### config.mk
export PLATFORM = sky130hd
export DESIGN_NAME = mem_access_stage
export DESIGN_NICKNAME = d
export VERILOG_FILES = /design/src/rtl/mem_access_stage.sv
export SDC_FILE = /design/constraint.sdc
export NUM_CORES = 1
export LEC_CHECK = 0
export CAP_MARGIN = 10
export CORE_ASPECT_RATIO = 0.5
export CORE_UTILIZATION = 44
export CTS_CLUSTER_DIAMETER = 200
export DETAILED_ROUTE_END_ITERATION = 6
export GPL_ROUTABILITY_DRIVEN = 0
export PLACE_DENSITY = 0.87
export SETUP_SLACK_MARGIN = 0.05
export SLEW_MARGIN = 20
export SYNTH_ARGS = -nofsm -noshare
export SYNTH_HDL_FRONTEND = slang
export SYNTH_SLANG_ARGS = --single-unit
### constraint.sdc
create_clock -name clk -period 3 [get_ports clk]
set_input_delay 0.6 -clock clk [delete_from_list [all_inputs] [get_ports clk]]
set_output_delay 0.6 -clock clk [all_outputs]
set_load 0.01 [all_outputs]
### src/rtl/mem_access_stage.sv
// MEM pipeline stage: launches loads/stores on a req/ack data bus, stalls upstream while busy,
// and feeds the MEM/WB register. Define MEM_TIMEOUT_EN to abort stuck accesses after TIMEOUT_CYCLES.
module mem_access_stage #(
    parameter int unsigned TIMEOUT_CYCLES = 16
) (
    input  logic        clk,
    input  logic        reset,
    input  logic [2:0]  ctrls_m,
    input  logic [31:0] aluout_m,
    input  logic [31:0] write_data_m,
    input  logic [4:0]  writereg_m,
    output logic        stall_m,
    output logic        dmem_req,
    output logic        dmem_we,
    output logic [31:0] dmem_addr,
    output logic [31:0] dmem_wdata,
    input  logic        dmem_ack,
    input  logic [31:0] dmem_rdata,
    output logic [1:0]  ctrls_w,
    output logic [31:0] aluout_w,
    output logic [31:0] readdata_w,
    output logic [4:0]  writereg_w,
    output logic        bus_err
);

    typedef enum logic {
        IDLE = 1'b0,
        BUSY = 1'b1
    } state_t;

    state_t state, state_next;
    logic   mem_op;
    logic   launch;
    logic   complete;
    logic   timeout_hit;
    logic   stall_raw;

    if (TIMEOUT_CYCLES < 2 || TIMEOUT_CYCLES > 255) begin : g_bad_timeout
        $error("TIMEOUT_CYCLES must be within 2..255");
    end

    assign mem_op = ctrls_m[1] | ctrls_m[0];

    always_ff @(posedge clk or negedge reset) begin
        // NOTE: non-blocking for all sequential state so every flop samples pre-edge values.
        if (!reset) state <= IDLE;
        else        state <= state_next;
    end

    always_comb begin
        // NOTE: defaults first so every path assigns every output; no latches inferred.
        state_next = state;
        stall_raw  = 1'b0;
        launch     = 1'b0;
        complete   = 1'b0;
        case (state)
            IDLE: begin
                if (mem_op) begin
                    stall_raw  = 1'b1;
                    launch     = 1'b1;
                    state_next = BUSY;
                end
            end
            BUSY: begin
                if (dmem_ack) begin
                    complete   = 1'b1;
                    state_next = IDLE;
                end else if (timeout_hit) begin
                    state_next = IDLE;
                end else begin
                    stall_raw = 1'b1;
                end
            end
            default: state_next = IDLE;
        endcase
    end

    // Upstream is never held while this stage is in reset.
    assign stall_m = stall_raw & reset;

`ifdef MEM_TIMEOUT_EN
    localparam logic [7:0] TMO_LAST = 8'(TIMEOUT_CYCLES - 1);
    logic [7:0] tmo_cnt;

    always_ff @(posedge clk or negedge reset) begin
        if (!reset)                          tmo_cnt <= 8'd0;
        else if (launch)                     tmo_cnt <= 8'd0;
        else if (state == BUSY && !dmem_ack) tmo_cnt <= tmo_cnt + 8'd1;
    end

    // Last waiting cycle: the instruction retires with a zeroed result instead of stalling.
    assign timeout_hit = (state == BUSY) && !dmem_ack && (tmo_cnt == TMO_LAST);

    always_ff @(posedge clk or negedge reset) begin
        if (!reset)           bus_err <= 1'b0;
        else if (timeout_hit) bus_err <= 1'b1;
    end
`else
    assign timeout_hit = 1'b0;
    assign bus_err     = 1'b0;
`endif

    always_ff @(posedge clk or negedge reset) begin
        if (!reset) begin
            dmem_req   <= 1'b0;
            dmem_we    <= 1'b0;
            dmem_addr  <= 32'd0;
            dmem_wdata <= 32'd0;
            ctrls_w    <= 2'b00;
            aluout_w   <= 32'd0;
            readdata_w <= 32'd0;
            writereg_w <= 5'd0;
        end else begin
            if (launch) begin
                dmem_addr  <= aluout_m;
                dmem_wdata <= write_data_m;
                dmem_we    <= ctrls_m[0];
                dmem_req   <= 1'b1;
            end
            if (complete) begin
                dmem_req <= 1'b0;
                if (!dmem_we) readdata_w <= dmem_rdata;
            end
            if (timeout_hit) begin
                dmem_req   <= 1'b0;
                readdata_w <= 32'd0;
            end
            if (stall_m) begin
                ctrls_w <= 2'b00;
            end else begin
                ctrls_w    <= ctrls_m[2:1];
                aluout_w   <= aluout_m;
                writereg_w <= writereg_m;
            end
        end
    end

endmodule
-- Word-level counts from Yosys, hierarchy flattened
Cells that the tools add are included.
- flip-flop bits (word level): 138
- input port bits: 107
- output and inout bits: 139
- word-level logic and storage cells: 24
- muxes and demuxes: 9
- bitwise gates (word level): 4
- reduce and logical (&&, ||, !) cells: 2
- operators by type and width (cell ; number):
    2-to-1 mux 1 bit ; 7
    2-to-1 mux 2 bit ; 1
    NOT 1 bit ; 2
    case mux 1 bit (2 select lines) ; 1
    AND reduction 2 bit ; 1
    nonzero test 2 bit ; 1
    AND 1 bit ; 1
    OR 1 bit ; 1

-- Logic depth before layout (Yosys ltp)
- word-level depth: 5
- mapped depth: 5

-- Worst setup path after synthesis
OpenSTA, ideal clock, no wires.
- path kind: input port to output port
- start point: input ctrls_m[1]
- end point: output stall_m
- arrival time: 1.271 ns
- slack: 1.129 ns
- stages: 3
- cells stage by stage: or3_1 > and2_4 > buf_2
- longest elaborated chain between the ends: 4
- RTL lines (element ; RTL line ; source):
    start: declaration ; 8 ; input logic [2:0] ctrls_m,
    OR 1 bit ; 42 ; assign mem_op = ctrls_m[1] | ctrls_m[0];
    2-to-1 mux 1 bit ; 58 ; if (mem_op) begin
    case mux 1 bit (2 select lines) ; 56 ; case (state)
    AND 1 bit ; 79 ; assign stall_m = stall_raw & reset;
    end: declaration ; 12 ; output logic stall_m,
No other way between the ends.

-- Worst setup path after layout
Ends and elaborated chain as after synthesis.

==> impl_metrics.tcl <==
set metrics [dict create \
    p_per_area_nw_per_um2 772 \
    ctsResizeCount 0 \
    design.core.area_um2 11200 \
    clk_pin_slew_ns 0.06 \
    cts.sinks 138 \
    reg2reg_to "aluout_w[6]$_DFFE_PN0N_" \
    grt_pass1_vias 3905 \
    die_area_um2 12200 \
    synth_cell_type_count 17 \
    setup_viol 0 \
    first_pass_iters 4 \
    fin_cells 723 \
    end_kind "output pin" \
    die_w_um 155 \
    status "finished clean" \
    clk_path_buf_depth 2 \
    rsz0062_at_grt "no" \
    tightest_slew_ns 0.927 \
    vias 3487 \
    p_total_mw 6.47 \
    ys_seq_area_frac 0.670 \
    die_y_um 78.5 \
    synth_top_area_cell "dfrtp_1" \
    nets 659 \
    ios 246 \
    path_class "in -> out" \
    leakage_nw 3.51 \
    grt_pass1_wl_um 21300 \
    required_ns 2.40 \
    critPathMostFrequentCell "clkdlybuf4s50_1" \
    timing.setup.tns_ns 0 \
    grt_max_degree 74 \
    fmax_ghz 0.362 \
    drt_iter0_markers 132 \
    root_buffer "clkbuf_16" \
    placement.io_buffers 244 \
    post-route-period-util 0.920 \
    path_cells "clkdlybuf4s50_1 > or3_1 > and2_4 > clkdlybuf4s50_1" \
    layout_common_cells "clkdlybuf4s50_1, dfrtp_1, mux2_2" \
    htreeDepth 4 \
    drc 0 \
    final-hold-violation-count 0 \
    maxSlewViolCount 0 \
    cts_made_buffers 17 \
    yosysWarnings 0 \
    finClkSkew_ns 0.00763 \
    final.fill_count 694 \
    cp_slowest_cell "clkdlybuf4s50_1" \
    start_util 0.461 \
    postCtsSetupBuffers 0 \
    synth_fp_nets 405 \
    cp_max_fo 3 \
    cts_tree "done" \
    cpPeakStageDelay_ns 0.50 \
    dp_cells 692 \
    routed_wirelength_um 13600 \
    worstReg2RegStart "state$_DFF_PN0_" \
    syn_avg_cell_area_um2 17.3 \
    post_drt_wl_per_cell_um 18.8 \
    ir_worst_vdd_uv 409 \
    crit_path_start_kind "primary input" \
    rows 27 \
    holdBufCountCts 0 \
    layout_commonest_cell "clkdlybuf4s50_1" \
    avgViaCountPerCell 4.82 \
    syn_area_um2 5160 \
    syn_to_final_growth_pct 62.4 \
    grt_usage 0.236 \
    timing.slew.headroom 0.382 \
    drive_gt1_frac 0.307 \
    postRouteAntennaNets 0 \
    finalCriticalPeriod_ns 2.76 \
    reg2regPathDepth 4 \
    cp_data_arrival_time_ns 2.16 \
    synth_cells 298 \
    antenna_found_initial 0 \
    place_hpwl_um 9680 \
    insertion_delay_ns 0.41 \
    synth_top_area_frac 0.670 \
    max_cap_viol_count 0 \
    postSynthRegisterBits 138 \
    antenna_cells 0 \
    overflow 0 \
    hp-class "in -> async" \
    rrSetupSlack_ns 1.08 \
    ys_top_cells_by_area "dfrtp_1, mux2_2, mux2_4" \
]
[cell families (layout without fill, tap and decap cells)]
logic type / count (synthesis) / in the layout / synth area share
buf+inv: 16 / 282 / 0.0170
simple gates: 5 / 5 / 0.00680
mux: 134 / 134 / 0.300
compound gates: 4 / 4 / 0.00582
other cells: 1 / 1 / 0.000727
flops: 138 / 138 / 0.670
[critical path: cells and delay by family]
| kind | cells | cell delay [ns] |
|---|---|---|
| buffers and inverters | 2 | 0.98 |
| AND/OR/NAND/NOR | 2 | 0.59 |
[worst max-delay path by stage]
| stage | end | slack [ns] | start |
|---|---|---|---|
| 2_1_floorplan | stall_m | 1.13 | ctrls_m[1] |
| 3_3_place_gp | stall_m | 0.28 | ctrls_m[1] |
| 3_5_place_dp | stall_m | 0.24 | ctrls_m[1] |
| 6_report | stall_m | 0.24 | ctrls_m[1] |
| 5_1_grt | stall_m | 0.19 | ctrls_m[1] |
| 4_1_cts | stall_m | 0.22 | ctrls_m[1] |
[final cells by class]
class                   instances  area (um2)  share of cell area
multi-input cells             144        1630               0.194
flip-flops and latches        138        3450               0.412
clock inverters                12         149              0.0178
inverters                       1        3.75            0.000448
well taps                     159         199              0.0238
clock buffers                  19         443              0.0529
repair buffers                250        2500               0.299
[state kept, by name, summed over array words and instances (netlist names)]
signal      cells
dmem_we         1
aluout_w       32
dmem_req        1
ctrls_w         2
dmem_addr      32
state           1
writereg_w      5
dmem_wdata     32
readdata_w     32
[Yosys cell counts]
library cell,n
a21boi_0,2
a22oi_1,1
and2_4,1
buf_1,3
buf_2,7
buf_4,1
buf_6,2
clkbuf_1,2
conb_1,1
dfrtp_1,138
inv_1,1
mux2_2,124
mux2_4,10
nand3b_1,1
nor2b_1,2
o21bai_1,1
or3_1,1
[metal layers]
layer | part of all wire | routed length (um) | GRT usage
met1 | 0.38 | 5140 | 0.261
met2 | 0.54 | 7380 | 0.425
met3 | 0.037 | 507 | 0.0563
met4 | 0.042 | 566 | 0.126
met5 | 0 | 0 | 0
[power breakdown]
group          switching, mW  total [mW]  internal, mW
logic                  0.674        1.87          1.19
clock network          0.780        2.10          1.32
registers              0.218        2.50          2.28
[stage by stage]
stage	hold slack (ns)	util	area, um2	worst slack, ns
finish	0.388	0.749	8380	0.240
global route	0.458	0.749	8380	0.186
CTS	0.413	0.749	8380	0.225
detailed placement	0.492	0.696	7780	0.240
global placement	0.487	0.696	7780	0.285
floorplan	0.304	-	5160	1.13
(Power assumes the default switching activity.)
